[src/rtl/clk_div_gen_pkg.sv]
// Shared constants and ratio helpers for the programmable clock divider.
// Helpers work on a wide ratio type so any channel width up to 15 bits can use them.
package clk_div_gen_pkg;

  localparam int DIV_W_DEF       = 5;
  localparam int DEFAULT_DIV_DEF = 16;
  localparam int RATIO_W         = 16;

  typedef logic [RATIO_W-1:0] ratio_t;

  // Ratios 0 and 1 cannot form a high and a low phase, so they run as 2.
  function automatic ratio_t clamp_ratio(input ratio_t r);
    return (r < ratio_t'(2)) ? ratio_t'(2) : r;
  endfunction

  // High phase length ceil(R/2).
  function automatic ratio_t high_len(input ratio_t r);
    return ratio_t'((r + ratio_t'(1)) >> 1);
  endfunction

endpackage

[src/rtl/clk_div_ch.sv]
// One divider channel: period counter, pending-ratio handshake, boundary-sampled gate
// and registered clock/tick/ack outputs.
module clk_div_ch
  import clk_div_gen_pkg::*;
#(
  parameter int DIV_W       = DIV_W_DEF,
  parameter int DEFAULT_DIV = DEFAULT_DIV_DEF
) (
  input  logic             clk_i,
  input  logic             rst_i,
  input  logic [DIV_W-1:0] ratio_i,
  input  logic             load_i,
  input  logic             en_i,
  output logic             ack_o,
  output logic             clk_o,
  output logic             gated_o,
  output logic             tick_o,
  output logic             running_o
);

  localparam logic [DIV_W-1:0] DEF_R = DIV_W'(DEFAULT_DIV);
  localparam logic [DIV_W-1:0] ONE   = DIV_W'(1);

  logic [DIV_W-1:0] cnt_q, cnt_d;
  logic [DIV_W-1:0] ratio_q, ratio_d;
  logic [DIV_W-1:0] pend_ratio_q, pend_ratio_d;
  logic             pend_q, pend_d;
  logic             gate_q, gate_d;
  logic             started_q;
  logic             clk_q, clk_d;
  logic             tick_q, tick_d;
  logic             ack_q, ack_d;
  logic             gated_q, gated_d;
  logic             boundary;

  // NOTE: every variable gets a default at the top of always_comb so no path infers a latch.
  always_comb begin
    boundary     = !started_q || (cnt_q == (ratio_q - ONE));
    cnt_d        = cnt_q + ONE;
    ratio_d      = ratio_q;
    pend_d       = pend_q;
    pend_ratio_d = pend_ratio_q;
    gate_d       = gate_q;
    ack_d        = 1'b0;

    // The first edge out of reset is treated as a boundary so period 0 starts there.
    if (boundary) begin
      cnt_d  = '0;
      gate_d = en_i;
      ack_d  = pend_q;
      if (pend_q) begin
        ratio_d = pend_ratio_q;
        pend_d  = 1'b0;
      end
    end

    // A load on a boundary edge lands after the swap above, so it waits one more period.
    if (load_i) begin
      pend_d       = 1'b1;
      pend_ratio_d = DIV_W'(clamp_ratio(ratio_t'(ratio_i)));
    end

    clk_d   = ratio_t'(cnt_d) < high_len(ratio_t'(ratio_d));
    tick_d  = boundary;
    gated_d = clk_d & gate_d;
  end

  // NOTE: sequential state uses non-blocking assignments only, so every register samples pre-edge values.
  always_ff @(posedge clk_i) begin
    if (rst_i) begin
      cnt_q        <= '0;
      ratio_q      <= DEF_R;
      pend_ratio_q <= DEF_R;
      pend_q       <= 1'b0;
      gate_q       <= 1'b0;
      started_q    <= 1'b0;
      clk_q        <= 1'b0;
      tick_q       <= 1'b0;
      ack_q        <= 1'b0;
      gated_q      <= 1'b0;
    end else begin
      cnt_q        <= cnt_d;
      ratio_q      <= ratio_d;
      pend_ratio_q <= pend_ratio_d;
      pend_q       <= pend_d;
      gate_q       <= gate_d;
      started_q    <= 1'b1;
      clk_q        <= clk_d;
      tick_q       <= tick_d;
      ack_q        <= ack_d;
      gated_q      <= gated_d;
    end
  end

  assign ack_o     = ack_q;
  assign clk_o     = clk_q;
  assign gated_o   = gated_q;
  assign tick_o    = tick_q;
  assign running_o = gate_q;

endmodule

[src/rtl/clk_div_gen.sv]
// Multi-channel programmable clock divider and gate generator; slices the
// per-channel buses onto independent clk_div_ch instances.
module clk_div_gen
  import clk_div_gen_pkg::*;
#(
  parameter int N_CH        = 2,
  parameter int DIV_W       = DIV_W_DEF,
  parameter int DEFAULT_DIV = DEFAULT_DIV_DEF
) (
  input  logic                  clk,
  input  logic                  rst,
  input  logic [N_CH*DIV_W-1:0] div_ratio,
  input  logic [N_CH-1:0]       div_load,
  input  logic [N_CH-1:0]       ch_en,
  output logic [N_CH-1:0]       div_ack,
  output logic [N_CH-1:0]       clk_div_out,
  output logic [N_CH-1:0]       clk_div_gated,
  output logic [N_CH-1:0]       tick,
  output logic [N_CH-1:0]       running
);

  for (genvar i = 0; i < N_CH; i++) begin : g_ch
    clk_div_ch #(
      .DIV_W      (DIV_W),
      .DEFAULT_DIV(DEFAULT_DIV)
    ) u_ch (
      .clk_i    (clk),
      .rst_i    (rst),
      .ratio_i  (div_ratio[i*DIV_W +: DIV_W]),
      .load_i   (div_load[i]),
      .en_i     (ch_en[i]),
      .ack_o    (div_ack[i]),
      .clk_o    (clk_div_out[i]),
      .gated_o  (clk_div_gated[i]),
      .tick_o   (tick[i]),
      .running_o(running[i])
    );
  end

endmodule

[config.mk]
export PLATFORM = sky130hd
export DESIGN_NAME = clk_div_gen
export DESIGN_NICKNAME = d
export VERILOG_FILES = /design/src/rtl/clk_div_gen_pkg.sv /design/src/rtl/clk_div_ch.sv /design/src/rtl/clk_div_gen.sv
export SDC_FILE = /design/constraint.sdc
export NUM_CORES = 1
export LEC_CHECK = 0
export CAP_MARGIN = 20
export CORE_MARGIN = 2
export CORE_UTILIZATION = 51
export CTS_CLUSTER_SIZE = 40
export DETAILED_ROUTE_END_ITERATION = 8
export GPL_TIMING_DRIVEN = 1
export PLACE_DENSITY = 0.84
export SKIP_LAST_GASP = 1
export SLEW_MARGIN = 25
export SYNTH_ARGS = -nofsm -noshare
export SYNTH_HDL_FRONTEND = slang
export SYNTH_SLANG_ARGS = --single-unit
[constraint.sdc]
create_clock -name clk -period 3.4 [get_ports clk]
set_clock_uncertainty 0.05 [all_clocks]
set_input_delay 0.34 -clock clk [delete_from_list [all_inputs] [get_ports clk]]
set_output_delay 0.34 -clock clk [all_outputs]
set_load 0.005 [all_outputs]
# ---- Word-level counts from Yosys, hierarchy flattened
# Cells that the tools add are included.
dict set report word_totals {
  word_cells 57
  in_bits 16
  regBits 43
}
dict set report classes {
  n_lt_le_gt_ge 4
  eq_ne 2
  n_bitwise 4
  n_mux 15
  reduce_logical 7
  add_sub_neg 6
}
# op count
set op_table {}
lappend op_table {{5-bit 2-to-1 mux} 8}
lappend op_table {{5-bit by 15-bit < comparator with 1-bit output} 2}
lappend op_table {{5-bit by 1-bit adder with 6-bit output, second input constant} 2}
lappend op_table {{5-bit by 1-bit adder with 5-bit output, second input constant} 2}
lappend op_table {{5-bit == test} 2}
lappend op_table {{5-bit by 2-bit < comparator with 1-bit output, second input constant} 2}
lappend op_table {{5-bit by 1-bit subtractor with 5-bit output, second input constant} 2}
lappend op_table {{1-bit 2-to-1 mux} 7}
lappend op_table {{2-bit nonzero test} 2}
lappend op_table {{2-bit OR reduction} 2}
lappend op_table {{1-bit AND} 2}
lappend op_table {{1-bit logical OR} 2}
lappend op_table {{1-bit NOT} 2}
lappend op_table {{1-bit zero test} 1}

# ---- Logic depth before layout (Yosys ltp)
dict set report logic_depth {
  depth_word 7
  ltp_mapped 17
}

# ---- By module
# Synthesis repeated with hierarchy kept, for this count alone.
dict set report hier_totals {
  cells_unflattened 268
  hier_area_um2 2469.9
}
# mod instances cells_each area_each_um2
set modules_own_cells {}
lappend modules_own_cells {clk_div_ch 2 134 1234.9}

# ---- Worst setup path before layout
# No wires, ideal clock.
dict set report synth_timing {
  path_kind {register to register}
  startpoint {register g_ch[1].u_ch.ratio_q[0]}
  endpoint {register g_ch[1].u_ch.gated_q}
  stages_incl_launch_ff 17
  setup_slack_ns 0.062
  period_less_slack_ns 3.338
  t_required_ns 3.275
  n_path_buf 0
  arrival_time_ns 3.214
  cell_sequence {dfxtp_1 -> inv_1 -> ha_1 -> xnor2_1 -> a211oi_1 -> a21oi_1 -> o21ai_0 -> nand2_1 -> ha_1 -> nor4b_1 -> nor3_1 -> ha_1 -> nor2b_1 -> o21a_1 -> o21bai_1 -> nand2_1 -> o22ai_1}
}
dict set report synth_between {
  elab_chain_len 7
}
# item line
set synth_rtl {}
lappend synth_rtl {{start, declared} clk_div_ch.sv:25} ;# logic [DIV_W-1:0] ratio_q, ratio_d;
lappend synth_rtl {{start signal, assigned} clk_div_ch.sv:83} ;# ratio_q <= ratio_d;
lappend synth_rtl {{5-bit by 1-bit subtractor with 5-bit output} clk_div_ch.sv:38} ;# boundary = !started_q || (cnt_q == (ratio_q - ONE));
lappend synth_rtl {{5-bit == test} clk_div_ch.sv:38}
lappend synth_rtl {{1-bit logical OR} clk_div_ch.sv:38}
lappend synth_rtl {{5-bit 2-to-1 mux} clk_div_ch.sv:47} ;# if (boundary) begin
lappend synth_rtl {{named net g_ch[1].u_ch.ratio_d[1]} clk_div_ch.sv:25}
lappend synth_rtl {{5-bit by 1-bit adder with 6-bit output} clk_div_gen_pkg.sv:18} ;# return ratio_t'((r + ratio_t'(1)) >> 1);
lappend synth_rtl {{5-bit by 15-bit < comparator with 1-bit output} clk_div_ch.sv:63} ;# clk_d = ratio_t'(cnt_d) < high_len(ratio_t'(ratio_d));
lappend synth_rtl {{1-bit AND} clk_div_ch.sv:65} ;# gated_d = clk_d & gate_d;
lappend synth_rtl {{end signal, assigned} clk_div_ch.sv:91} ;# gated_q <= gated_d;
lappend synth_rtl {{end, declared} clk_div_ch.sv:33} ;# logic gated_q, gated_d;
# The timed path passes the listed nets, and every way through them passes these cells.
# A chain may end at the register's enable or synchronous reset.

# ---- Worst setup path in the final report
dict set report layout_timing {
  startpoint {register g_ch[1].u_ch.ratio_q[1]}
  endpoint {register g_ch[1].u_ch.gated_q}
}
dict set report layout_between {
  elab_chain_len 7
}
# item line
set layout_rtl {}
lappend layout_rtl {{5-bit by 1-bit subtractor with 5-bit output} clk_div_ch.sv:38}
lappend layout_rtl {{5-bit == test} clk_div_ch.sv:38}
lappend layout_rtl {{1-bit logical OR} clk_div_ch.sv:38}
lappend layout_rtl {{5-bit 2-to-1 mux *} clk_div_ch.sv:47}
lappend layout_rtl {{named net g_ch[1].u_ch.ratio_d[1]} clk_div_ch.sv:25}
lappend layout_rtl {{5-bit by 1-bit adder with 6-bit output *} clk_div_gen_pkg.sv:18}
lappend layout_rtl {{5-bit by 15-bit < comparator with 1-bit output *} clk_div_ch.sv:63}
lappend layout_rtl {{1-bit AND *} clk_div_ch.sv:65}
# Mark *: on every way through the listed nets, which the timed path passes. The rest lies on a longest branch.

==> impl_metrics.ini <==
[drt]
routed_wl_um = 5890
vias_per_cell = 5.78
via_count = 2169
ant_nets = 0
drt_iter0_drc = 234
drc_errors = 0
firstDrtPassIters = 4
drt-wirelength-per-cell_um = 15.7

[critical_path]
crit_path_max_incr_delay_ns = 0.36
setup.worst_path.end_class = flop
crit_type = reg -> reg
crit_family = compound AO/OA/AOI/OAI gates
required_ns = 3.58
crit_path_top_delay_cell = dfxtp_1
path_cells = inv_1 > ha_1 > xnor2_1 > a211oi_2 > buf_4 > a21o_1 > nand3_2 > nand2_2 > ha_4 > nand2b_4 > a22oi_2 > nor3_2 > ha_1 > nor2b_1 > o21a_1 > o21bai_1 > nand2_1 > o22ai_1
cp_common_cell = ha_1
cp_max_fo = 6
cp-start-kind = flop
cp.arrival_ns = 3.57
critPathBufInv = 2

[synth]
synth_area_leaders = dfxtp_1 (36%), ha_1 (7.3%), xnor2_1 (5.8%)
yosys-top-cells-count = dfxtp_1 (43), nor2_1 (29), nand3_1 (25)
avgSynthCellArea_um2 = 8.55
synth_nets = 312
synth_edf_count = 0
yosysUniqueCellTypes = 45
ys_ff_latch = 43
syn_inst = 282
synth_top_flop_cell = dfxtp_1
synth_warnings = 0
synth_largest_area_cell = dfxtp_1
ys_seq_area_frac = 0.357
synth_most_common_cell = dfxtp_1
ys_async_sr_fraction = 0
synth_area_um2 = 2410
synth.top_cell.area_share = 0.357

[placement]
port-buffer-count = 25
hpwl_um = 3810
preCtsSetupSlack_ns = 0.0131
placed_area_um2 = 2730
post-place-cells = 356
routabilityCongestion = 0.895

[cells_and_area]
num-fill-cells = 361
regArea_um2 = 868
fin_cells = 375
multi_input_area_um2 = 1510
final_cell_area_um2 = 3050
syn2layout_area_growth_pct = 26.5
layout-drive-gt1-share = 0.206
fin_nets = 350
antennaDiodeCount = 0

[die]
io_pins = 26
rows = 25
core_area_um2 = 4630
dieArea_um2 = 5300
die_y_um = 72.8
die_w_um = 72.8
start_util = 0.521

[min_path]
hp-class = reg -> reg

[clocking]
cts_buffer_depth = 2
cts_root_buffer = clkbuf_8
cts_max_level = 2
cts_buffers = 5
clkSinkCount = 43
hold_buffers = 0
cts.clk_slew.worst_paths_ns = 0.08
cts_tree = done
clock_latency_ns = 0.31

[sta]
rsz0062_at_grt = true
clock.fmax_ghz = 0.296
drv_slew = 0
fin_crit_sh = 0.995
relSlewSlack = 0.545
setup_ws_ns = 0.0167
tightest_slew_ns = 0.671
fin_tns_setup_ns = 0
hold_viol_final = 0
period_needed_ns = 3.38
setup_viol = 0

[global_route]
antenna_found_initial = 0
overflow = 0
grt_pass1_vias = 1916
grt_util_all_layers = 0.205
grt_max_degree = 17
grt_pass1_wl_um = 8520

[pwr]
p_leak_uw = 0.00120
power.density_nw_per_um2 = 344
irDropWorstVdd_mv = 0.188

[run_status]
outcome = completed

[job]
cap_violations = 0
-- timing repair --
action	CTS	global route
setup endpoints to repair	1	4
pin swaps	0	22
resized for setup	1	38
setup buffers	0	11
cloned	0	0
-- path summary, 6_finish.rpt --
check                                              from                endpoint  slack (ns)  cells past startpoint
worst max-delay path            g_ch[1].u_ch.ratio_q[1]    g_ch[1].u_ch.gated_o        0.02                     18
worst min-delay path             g_ch[0].u_ch.running_o  g_ch[0].u_ch.running_o        0.45                      2
worst max register to register  g_ch[1].u_ch.ratio_q[1]    g_ch[1].u_ch.gated_o        0.02                     18
worst min register to register   g_ch[0].u_ch.running_o  g_ch[0].u_ch.running_o        0.45                      2
-- placed cells by master, fill, tap and decap left out, types with 3 or more instances in the layout --
cell and count:
o22ai_1 3, ha_4 3, mux2i_1 10, buf_4 28
dfxtp_1 39, xor2_1 11, xnor2_1 16, nor2_1 29
nand2_1 17, clkdlybuf4s50_1 25, dfxtp_2 3, a21oi_1 11
nand3_1 22, nor3_1 10, inv_1 12, clkbuf_8 5
and2_1 5, ha_1 11, o21ai_0 6, nand3_2 3
-- flip-flops by register name, summed over array words and instances (netlist names) --
| name | cells |
|---|---|
| g_ch.u_ch.ack_o | 2 |
| g_ch.u_ch.clk_o | 2 |
| g_ch.u_ch.cnt_q | 10 |
| g_ch.u_ch.gated_o | 2 |
| g_ch.u_ch.pend_q | 2 |
| g_ch.u_ch.pend_ratio_q | 10 |
| g_ch.u_ch.ratio_q | 10 |
| g_ch.u_ch.running_o | 2 |
| g_ch.u_ch.started_q | 1 |
| g_ch.u_ch.tick_o | 2 |
-- layer usage --
layer  track usage  vias up  share of wire
li1              -     1044              -
met1         0.273     1014           0.45
met2         0.320       93           0.46
met3        0.0345       18          0.066
met4         0.101        0          0.027
met5             0        -              0
-- worst min-delay path, delay by kind of cell, from the launching register on --
kind             cells  cell delay, ns
AO/OA/AOI/OAI        1            0.06
flip-flops           1            0.34
AND/OR/NAND/NOR      1            0.06
-- stage by stage --
step	hold slack, ns	utilization	power (µW)
4_1_cts	0.452	0.609	1030
2_1_floorplan	0.400	-	654
6_report	0.451	0.659	1050
3_5_place_dp	0.438	0.590	710
3_3_place_gp	0.411	0.590	705
5_1_grt	0.505	0.659	1090
-- logic make-up (layout without fill, tap and decap cells) --
logic type / Yosys count / after routing / synth area share
AND/OR/NAND/NOR: 103 / 103 / 0.206
AO/OA/AOI/OAI: 46 / 46 / 0.132
flip-flops: 43 / 43 / 0.357
buffers and inverters: 36 / 75 / 0.0742
XOR/XNOR: 28 / 28 / 0.108
adder cells (fa/ha/maj): 14 / 14 / 0.0726
multiplexers: 12 / 12 / 0.0503
-- cell type report --
| class | instances | area share |
|---|---|---|
| clock buffers | 6 | 0.0238 |
| clock inverters | 2 | 0.00410 |
| inverters | 14 | 0.0180 |
| multi-input cells | 203 | 0.496 |
| flip-flops and latches | 43 | 0.285 |
| well taps | 54 | 0.0221 |
| repair buffers | 53 | 0.151 |
-- power by group --
group	switching (µW)	internal, µW
clock	180	144
sequential	22.7	525
combinational	85.8	92.1
No activity file was read; power rests on OpenSTA's default activity.
